## src/rtl/led_ctrl_pkg.sv

```systemverilog
// Shared types and width helpers for the cog-activity LED controller.
package led_ctrl_pkg;

  typedef enum logic [1:0] {IDLE, LIT, FADE} led_state_t;

  localparam int DEF_NUM_LEDS        = 8;
  localparam int DEF_PWM_BITS        = 3;
  localparam int DEF_PRESC_BITS      = 14;
  localparam int DEF_HOLD_TICKS      = 1000;
  localparam int DEF_FADE_STEP_TICKS = 250;

  localparam int DEF_LEVEL_W = DEF_PWM_BITS + 1;
  localparam int DEF_HOLD_W  = $clog2(DEF_HOLD_TICKS + 1);
  localparam int DEF_FADE_W  = $clog2(DEF_FADE_STEP_TICKS + 1);

  // Level needs one extra bit so that 2**pwm_bits (always on) is representable.
  function automatic int level_width(input int pwm_bits);
    return pwm_bits + 1;
  endfunction

  function automatic int count_width(input int ticks);
    return $clog2(ticks + 1);
  endfunction

endpackage

```

## src/rtl/led_channel.sv

```systemverilog
// One LED channel: input synchroniser, hold/fade state machine and PWM compare.
module led_channel
  import led_ctrl_pkg::*;
#(
  parameter int PWM_BITS        = DEF_PWM_BITS,
  parameter int HOLD_TICKS      = DEF_HOLD_TICKS,
  parameter int FADE_STEP_TICKS = DEF_FADE_STEP_TICKS
) (
  input  logic                clock_160,
  input  logic                nres,
  input  logic                act,
  input  logic                tick,
  input  logic [PWM_BITS-1:0] pwm_cnt,
  input  logic [PWM_BITS:0]   max_level,
  output logic                led,
  output logic                busy
);

  localparam int LEVEL_W = level_width(PWM_BITS);
  localparam int HOLD_W  = count_width(HOLD_TICKS);
  localparam int FADE_W  = count_width(FADE_STEP_TICKS);

  localparam logic [LEVEL_W-1:0] FULL      = {1'b1, {PWM_BITS{1'b0}}};
  localparam logic [LEVEL_W-1:0] LEVEL_ONE = {{PWM_BITS{1'b0}}, 1'b1};
  localparam logic [HOLD_W-1:0]  HOLD_INIT = HOLD_W'(HOLD_TICKS);
  localparam logic [FADE_W-1:0]  FADE_INIT = FADE_W'(FADE_STEP_TICKS);
  localparam logic [HOLD_W-1:0]  HOLD_ONE  = HOLD_W'(1);
  localparam logic [FADE_W-1:0]  FADE_ONE  = FADE_W'(1);

  logic [1:0]         sync;
  logic               act_s;
  led_state_t         state;
  logic [LEVEL_W-1:0] level;
  logic [HOLD_W-1:0]  hold;
  logic [FADE_W-1:0]  fade;
  logic [LEVEL_W-1:0] eff;

  always_ff @(posedge clock_160 or negedge nres) begin
    if (!nres) sync <= '0;
    else       sync <= {sync[0], act};
  end

  assign act_s = sync[1];

  // The global cap only limits what reaches the pin; the channel level is untouched.
  assign eff = (level < max_level) ? level : max_level;

  always_ff @(posedge clock_160 or negedge nres) begin
    if (!nres) begin
      state <= IDLE;
      level <= '0;
      hold  <= '0;
      fade  <= '0;
      led   <= 1'b0;
      busy  <= 1'b0;
    end else begin
      led  <= ({1'b0, pwm_cnt} < eff);
      busy <= (state != IDLE);
      case (state)
        IDLE: begin
          if (act_s) begin
            state <= LIT;
            level <= FULL;
            hold  <= HOLD_INIT;
          end
        end
        LIT: begin
          if (act_s) begin
            hold <= HOLD_INIT;
          end else if (tick) begin
            if (hold == HOLD_ONE) begin
              state <= FADE;
              fade  <= FADE_INIT;
            end else begin
              hold <= hold - 1'b1;
            end
          end
        end
        FADE: begin
          if (act_s) begin
            state <= LIT;
            level <= FULL;
            hold  <= HOLD_INIT;
          end else if (tick) begin
            if (fade == FADE_ONE) begin
              fade <= FADE_INIT;
              if (level == LEVEL_ONE) begin
                state <= IDLE;
                level <= '0;
              end else begin
                level <= level - 1'b1;
              end
            end else begin
              fade <= fade - 1'b1;
            end
          end
        end
        default: state <= IDLE;
      endcase
    end
  end

endmodule

```

## src/rtl/led_activity_ctrl.sv

```systemverilog
// Cog-activity LED driver: shared tick prescaler and PWM counter feeding
// one hold/fade channel per LED.
module led_activity_ctrl
  import led_ctrl_pkg::*;
#(
  parameter int NUM_LEDS        = DEF_NUM_LEDS,
  parameter int PWM_BITS        = DEF_PWM_BITS,
  parameter int PRESC_BITS      = DEF_PRESC_BITS,
  parameter int HOLD_TICKS      = DEF_HOLD_TICKS,
  parameter int FADE_STEP_TICKS = DEF_FADE_STEP_TICKS
) (
  input  logic                clock_160,
  input  logic                nres,
  input  logic [NUM_LEDS-1:0] act_in,
  input  logic [PWM_BITS:0]   max_level,
  output logic [NUM_LEDS-1:0] led_out,
  output logic [NUM_LEDS-1:0] busy
);

  logic [PRESC_BITS-1:0] presc;
  logic [PWM_BITS-1:0]   pwm_cnt;
  logic                  tick;

  always_ff @(posedge clock_160 or negedge nres) begin
    if (!nres) begin
      presc   <= '0;
      pwm_cnt <= '0;
    end else begin
      presc   <= presc + 1'b1;
      pwm_cnt <= pwm_cnt + 1'b1;
    end
  end

  assign tick = &presc;

  for (genvar i = 0; i < NUM_LEDS; i++) begin : g_ch
    led_channel #(
      .PWM_BITS       (PWM_BITS),
      .HOLD_TICKS     (HOLD_TICKS),
      .FADE_STEP_TICKS(FADE_STEP_TICKS)
    ) u_ch (
      .clock_160(clock_160),
      .nres     (nres),
      .act      (act_in[i]),
      .tick     (tick),
      .pwm_cnt  (pwm_cnt),
      .max_level(max_level),
      .led      (led_out[i]),
      .busy     (busy[i])
    );
  end

endmodule

```

## config.mk

```make
export PLATFORM = sky130hd
export DESIGN_NAME = led_activity_ctrl
export DESIGN_NICKNAME = d
export VERILOG_FILES = /design/src/rtl/led_ctrl_pkg.sv /design/src/rtl/led_channel.sv /design/src/rtl/led_activity_ctrl.sv
export SDC_FILE = /design/constraint.sdc
export NUM_CORES = 1
export LEC_CHECK = 0
export CAP_MARGIN = 0
export CORE_ASPECT_RATIO = 1.1
export CORE_MARGIN = 2
export CORE_UTILIZATION = 40
export CTS_BUF_LIST = sky130_fd_sc_hd__clkbuf_4 sky130_fd_sc_hd__clkbuf_8
export DETAILED_ROUTE_END_ITERATION = 6
export PLACE_DENSITY_LB_ADDON = 0.3
export SLEW_MARGIN = 0
export SYNTH_ARGS = -nofsm -noshare
export SYNTH_HDL_FRONTEND = slang
export SYNTH_SLANG_ARGS = --single-unit
```

## constraint.sdc

```tcl
create_clock -name clock_160 -period 2.5 [get_ports clock_160]
set_input_delay 0.25 -clock clock_160 [delete_from_list [all_inputs] [get_ports clock_160]]
set_output_delay 0.25 -clock clock_160 [all_outputs]
set_load 0.1 [all_outputs]
```

# After elaboration in Yosys (flattened, before gate mapping)
# Cells that the tools add are included.
[op_classes]
add_sub_neg = 26
n_lt_le_gt_ge = 16
n_eq_ne = 136
n_mux = 224
n_reduce_logical = 81
[op_table]
columns = ["cell", "n"]
rows = [
  ["$mux 8", 48],
  ["$mux 10", 32],
  ["$mux 4", 48],
  ["$pmux 10 s2", 8],
  ["$mux 2", 64],
  ["$pmux 8 s2", 8],
  ["$eq 10x1->1 const B", 8],
  ["$sub 10x1->10 const B", 8],
  ["$eq 8x1->1 const B", 8],
  ["$pmux 4 s2", 8],
  ["$reduce_and 4->1", 16],
  ["$reduce_bool 2->1", 32],
  ["$sub 8x1->8 const B", 8],
  ["$ne 3x1->1 const B", 20],
  ["$ne 3x2->1 const B", 20],
  ["$ne 2x1->1 const B", 28],
  ["$ne 2x2->1 const B", 28],
  ["$reduce_and 7->1", 8],
  ["$pmux 2 s3", 8],
  ["$reduce_and 6->1", 8],
  ["$eq 4x1->1 const B", 8],
  ["$lt 3x4->1", 8],
  ["$lt 4x4->1", 8],
  ["$sub 4x1->4 const B", 8],
  ["7 further kinds", 35],
]
[word_totals]
ff_bits = 241
out_inout_bits = 16
word_cells = 541

# Depth between registers and ports, before layout
[logic_depth]
depth_word = 6
mapped_depth = 12
mapped_depth_nobuf = 11

# Hierarchy
# From an unflattened synthesis, not the netlist that was laid out.
[unflattened]
hier_cells = 1579
area_unflattened_um2 = 14873.0
[modules_own_cells]
columns = ["module", "n_inst", "cells_each", "area_each_um2", "seq_area_each_um2"]
rows = [
  ["led_channel (g_ch[0].u_ch ...)", 5, 190, 1775.5, 700.7],
  ["led_channel (g_ch[7].u_ch)", 1, 194, 1820.5, 700.7],
  ["led_channel (g_ch[3].u_ch)", 1, 195, 1786.7, 700.7],
  ["led_channel (g_ch[6].u_ch)", 1, 186, 1692.9, 700.7],
  ["led_activity_ctrl", 1, 54, 695.7, 425.4],
]

# Worst setup path after synthesis
# OpenSTA, ideal clock, no wires.
[synth_path]
kind = "input port to flip-flop"
start = "input max_level[1]"
end = "register g_ch[2].u_ch.led"
setup_ps = 66
arrival_ps = 2427
slack_ps = 7
path_stages = 11
cell_sequence = "clkbuf_1 > inv_1 > ha_1 > a2111oi_0 > nor2_1 > nor2_1 > a21oi_1 > ha_1 > and2_1 > o21bai_1 > o31a_1"
[synth_via]
elab_chain_len = 3
[synth_lines]
columns = ["element", "line_no", "rtl"]
rows = [
  ["start: declaration", "led_activity_ctrl.sv:15", "input logic [PWM_BITS:0] max_level,"],
  ["$lt 4x4->1", "led_channel.sv:46", "assign eff = (level < max_level) ? level : max_level;"],
  ["$mux 4 (*)", "led_channel.sv:46", ""],
  ["$lt 3x4->1 (*)", "led_channel.sv:57", "led <= ({1'b0, pwm_cnt} < eff);"],
  ["end signal: assignment", "led_channel.sv:57", ""],
  ["end: declaration", "led_channel.sv:15", "output logic led,"],
]
# Every way passes the cells marked *; elsewhere a longest branch is shown, timed or not.
# A chain may end at the register's enable or synchronous reset.

# Worst setup path after layout
[layout_path]
start = "register presc[1]"
end = "register g_ch[3].u_ch.hold[5]"
[layout_via]
elab_chain_len = 3
[layout_lines]
columns = ["element", "line_no", "rtl"]
rows = [
  ["start: declaration", "led_activity_ctrl.sv:20", "logic [PRESC_BITS-1:0] presc;"],
  ["start signal: assignment", "led_activity_ctrl.sv:29", "presc <= presc + 1'b1;"],
  ["$reduce_and 14->1", "led_activity_ctrl.sv:34", "assign tick = &presc;"],
  ["$ne 3x2->1 (no source line)", "--", ""],
  ["$reduce_and 4->1 (no source line)", "--", ""],
  ["end signal: assignment", "led_channel.sv:75", "hold <= hold - 1'b1;"],
  ["end: declaration", "led_channel.sv:34", "logic [HOLD_W-1:0] hold;"],
]
# No other way between the ends.

==> PnR_summary.wiki <==
{| class="wikitable"
! Metric !! Value
|-
| Data arrival time of the critical path || 2.97 ns
|-
| Post-DR wirelength/cell || ~15 µm
|-
| Xor-xnor portion of the synthesized cell area || 0.907%
|-
| Rel. slew slack || 42.9%
|-
| Number of pins exceeding their max-slew limit in the final report || 0
|-
| Final ANT Viol Nets || 0
|-
| Total GRT Usage || between 10% and 20%
|-
| Routed via count || 12,500
|-
| Highest routing layer actually used || met4
|-
| CP Class || register to register
|-
| Std-Cell Core Area || 35,900 µm²
|-
| Share of the clock period used by the worst path || 99.6%
|-
| Sequential area share after synthesis || 41.6%
|-
| Worst setup skew after layout || 0.0153 ns
|-
| Multiplexer share of the synthesized area || 1.88%
|-
| Largest family of logic cells by synthesized area || simple AND/OR/NAND/NOR gates
|-
| Switching power || 2.29 mW
|-
| Synth unique cells || 76
|-
| Drt via density || 5.56
|-
| Wirelength, routed || around 34,000 µm
|-
| DIE HEIGHT || 204 µm
|-
| Row count || 73
|-
| Required arrival time at the worst endpoint || approximately 3.0 ns
|-
| Simple-gate share of the synthesized area || 23.5%
|-
| Yosys warnings || 0
|-
| Source-to-sink clock delay at the later pin of the worst-skew pair || 0.56 ns
|-
| Ys async rst share || 100%
|-
| Area fraction in compound gates after synthesis || 19.1%
|-
| Die footprint || 37,700 µm²
|-
| Result of the run || finished, final reports clean
|-
| Crit-path cells || ha_2, nand4_1, or4_4, o41a_1, or4_1, nand3_1
|-
| Internal power of the cells || 6.47 mW
|-
| Slowest CP cell || sky130_fd_sc_hd__or4_4
|-
| Total Nets Final || ~1,800
|-
| DRT Pass-1 Iters || 5
|-
| Final TNS setup || 0 ns
|-
| Max incr delay on CP || 0.68 ns
|-
| HPWL reported at the end of detailed placement || 24,000 µm
|-
| CTS tree || done
|-
| Final worst-path setup slack || 0.0105 ns
|-
| Number of levels the H-tree was split into || 2
|-
| Switching part of the total power || 26.2%
|-
| Residual DRC || 0
|-
| Cell area after synthesis || 14,500 µm²
|-
| Number of DRC markers in iteration 0 || 769
|-
| Number of enable-type register cells in the synthesized netlist || 0
|-
| Vias in the first global route || between 10,000 and 15,000
|-
| Initial antenna violation count || 0
|-
| Final weighted congestion in routability-driven placement || ~0.84
|-
| RSZ-0062 raised after global routing || yes
|-
| Instance area at placement || 15,800 µm²
|-
| Power share of the combinational group || 9.3%
|-
| Post-Layout Inst Area || 17,000 µm²
|-
| Clk slew on worst S/H paths || 0.06 ns
|-
| Post-layout minimum cycle time || 2.49 ns
|-
| Starting density of the core || 40.3%
|-
| Amount of wire on met2 after detailed routing || 16,600 µm
|-
| PwrDens || 515 nW/µm²
|-
| Largest buffer count on any clock path || 3
|-
| Worst Setup Start Kind || register
|-
| Number of buffers inserted by port buffering || 29
|-
| Worst-path fanout max || 10
|-
| Least-Margin Pin Slew || 0.853 ns
|-
| Peak Freq || about 400 MHz
|-
| Post-synth top flop || sky130_fd_sc_hd__dfrtp_1
|-
| P&R area growth vs syn || 17.4%
|-
| Top Ports || 30
|-
| P_leak || between 7 and 8 nW
|-
| Share of power burned in the clock network || 43.9%
|-
| Net count after synthesis || around 1,700
|-
| Worst Hold Margin || 0.126 ns
|-
| Power after layout || 8.76 mW
|-
| Layout cell share with drive strength beyond 1 || between 10% and 20%
|-
| Number of buffers inserted during clock tree synthesis || 43
|-
| Clock tree sinks || 241
|-
| Die X || between 150 and 200 µm
|-
| Commonest cells after routing, fill and taps aside || sky130_fd_sc_hd__dfrtp_1 (240), sky130_fd_sc_hd__nor2_1 (143), sky130_fd_sc_hd__nand2_1 (119)
|-
| Detailed route wirelength on metal3 || 1190 µm
|-
| Sum of routed wire segments on met1 || ~16,000 µm
|-
| # Max-Cap Violations || 0
|-
| Setup violations, final || 0
|-
| Final hold viol count || 0
|-
| Adder-cell area share of the yosys netlist || 8.47%
|-
| Most frequent standard cell in the layout excluding fill and tap cells || sky130_fd_sc_hd__dfrtp_1
|-
| Synthesized area per cell || 9.00 µm²
|-
| Sum of overflow across all layers after global routing || 0
|-
| Largest net degree at the start of global routing || 80
|-
| Worst vdd rail ir drop || 0.343 mV
|-
| Setup crit end kind || register
|-
| CTS root buffer || sky130_fd_sc_hd__clkbuf_8
|-
| Global-route wire length before repair || between 50,000 and 60,000 µm
|-
| Number of standard cells after synthesis || 1,609
|-
| Classification of the worst-slack hold path || input pin to register
|-
| Sequential Power Share || 46.8%
|-
| FF+latch count, synth || around 240
|-
| Placement Setup Slack || -0.493 ns
|}
## layer usage
layer  vias to the layer above  global-route usage (%)
li1                       6161                       -
met1                      6074                    24.0
met2                       183                    31.5
met3                        59                    2.70
met4                         0                    6.32
met5                         -                       0
## area by class of cell
class / instances / area, µm²
fillers: 3397 / 18900
multi-input cells: 1213 / 7920
flip-flops and latches: 241 / 6030
repair buffers: 136 / 1200
clock buffers: 68 / 867
well taps: 487 / 609
inverters: 91 / 345
clock inverters: 6 / 30.0
diodes: 1 / 2.50
## sequential cells by signal, indices dropped and copies added, names as in the netlist
name	flops
g_ch.u_ch.state	16
g_ch.u_ch.fade	64
presc	14
g_ch.u_ch.led	8
g_ch.u_ch.level	32
g_ch.u_ch.busy	8
g_ch.u_ch.hold	80
pwm_cnt	3
g_ch.u_ch.sync	16
## path summary, 6_finish.rpt
path                       slack [ns]                   end  cells past startpoint                  from
max in group asynchronous        1.49  g_ch[4].u_ch.fade[4]                      3                  nres
min                              0.13  g_ch[7].u_ch.sync[0]                      1             act_in[7]
min in group asynchronous        0.20  g_ch[3].u_ch.sync[0]                      2                  nres
min reg2reg                      0.34  g_ch[0].u_ch.sync[1]                      0  g_ch[0].u_ch.sync[0]
max                              0.01  g_ch[3].u_ch.hold[5]                      6              presc[1]
max reg2reg                      0.01  g_ch[3].u_ch.hold[5]                      6              presc[1]
## cell usage after synthesis (29+ instances only)
cell	count	area [µm²]
sky130_fd_sc_hd__a21oi_1	102	510
sky130_fd_sc_hd__a31oi_1	29	181
sky130_fd_sc_hd__clkbuf_1	41	154
sky130_fd_sc_hd__dfrtp_1	241	6030
sky130_fd_sc_hd__ha_1	98	1230
sky130_fd_sc_hd__inv_1	90	338
sky130_fd_sc_hd__nand2_1	119	447
sky130_fd_sc_hd__nand2b_1	39	244
sky130_fd_sc_hd__nand3_1	39	195
sky130_fd_sc_hd__nor2_1	143	537
sky130_fd_sc_hd__nor3_1	62	310
sky130_fd_sc_hd__nor4_1	32	200
sky130_fd_sc_hd__o21ai_0	119	596
sky130_fd_sc_hd__o31ai_1	41	308
sky130_fd_sc_hd__or3_1	48	300
## through the flow
step	instances	util, %
after global placement	2154	44.1
after CTS	2229	46.6
after floorplan	1609	-
after detailed placement	2154	44.1
final	2243	47.4
after global routing	2242	47.4
## cells by family after synthesis
kind of cell | after synthesis
simple gates | 645
mux | 27
flops | 241
fa+ha+maj | 98
xor+xnor | 15
compound gates | 428
buf+inv | 155
## critical path: cells and delay by family, from the launching register on
kind / cells / cell delay (ns)
compound gates: 1 / 0.47
simple gates: 4 / 1.40
fa+ha+maj: 1 / 0.18
flops: 1 / 0.35
## power groups by stage
stage	clock network, mW	logic (mW)	registers (mW)
2_1_floorplan	0	0.568	4.12
3_3_place_gp	0	0.785	4.17
3_5_place_dp	0	0.816	4.17
4_1_cts	3.99	0.819	4.10
5_1_grt	4.17	0.915	4.11
6_report	3.84	0.818	4.10
## what timing repair did
item,4_1_cts,5_1_grt
gates resized for setup,1,40
setup buffers,0,11
gates cloned,0,2
pin swaps,0,8
hold endpoints to repair,52,0
endpoints found under the setup margin,1,55
hold buffers,1,0
Note: power is estimated with default switching activity, not from simulation.
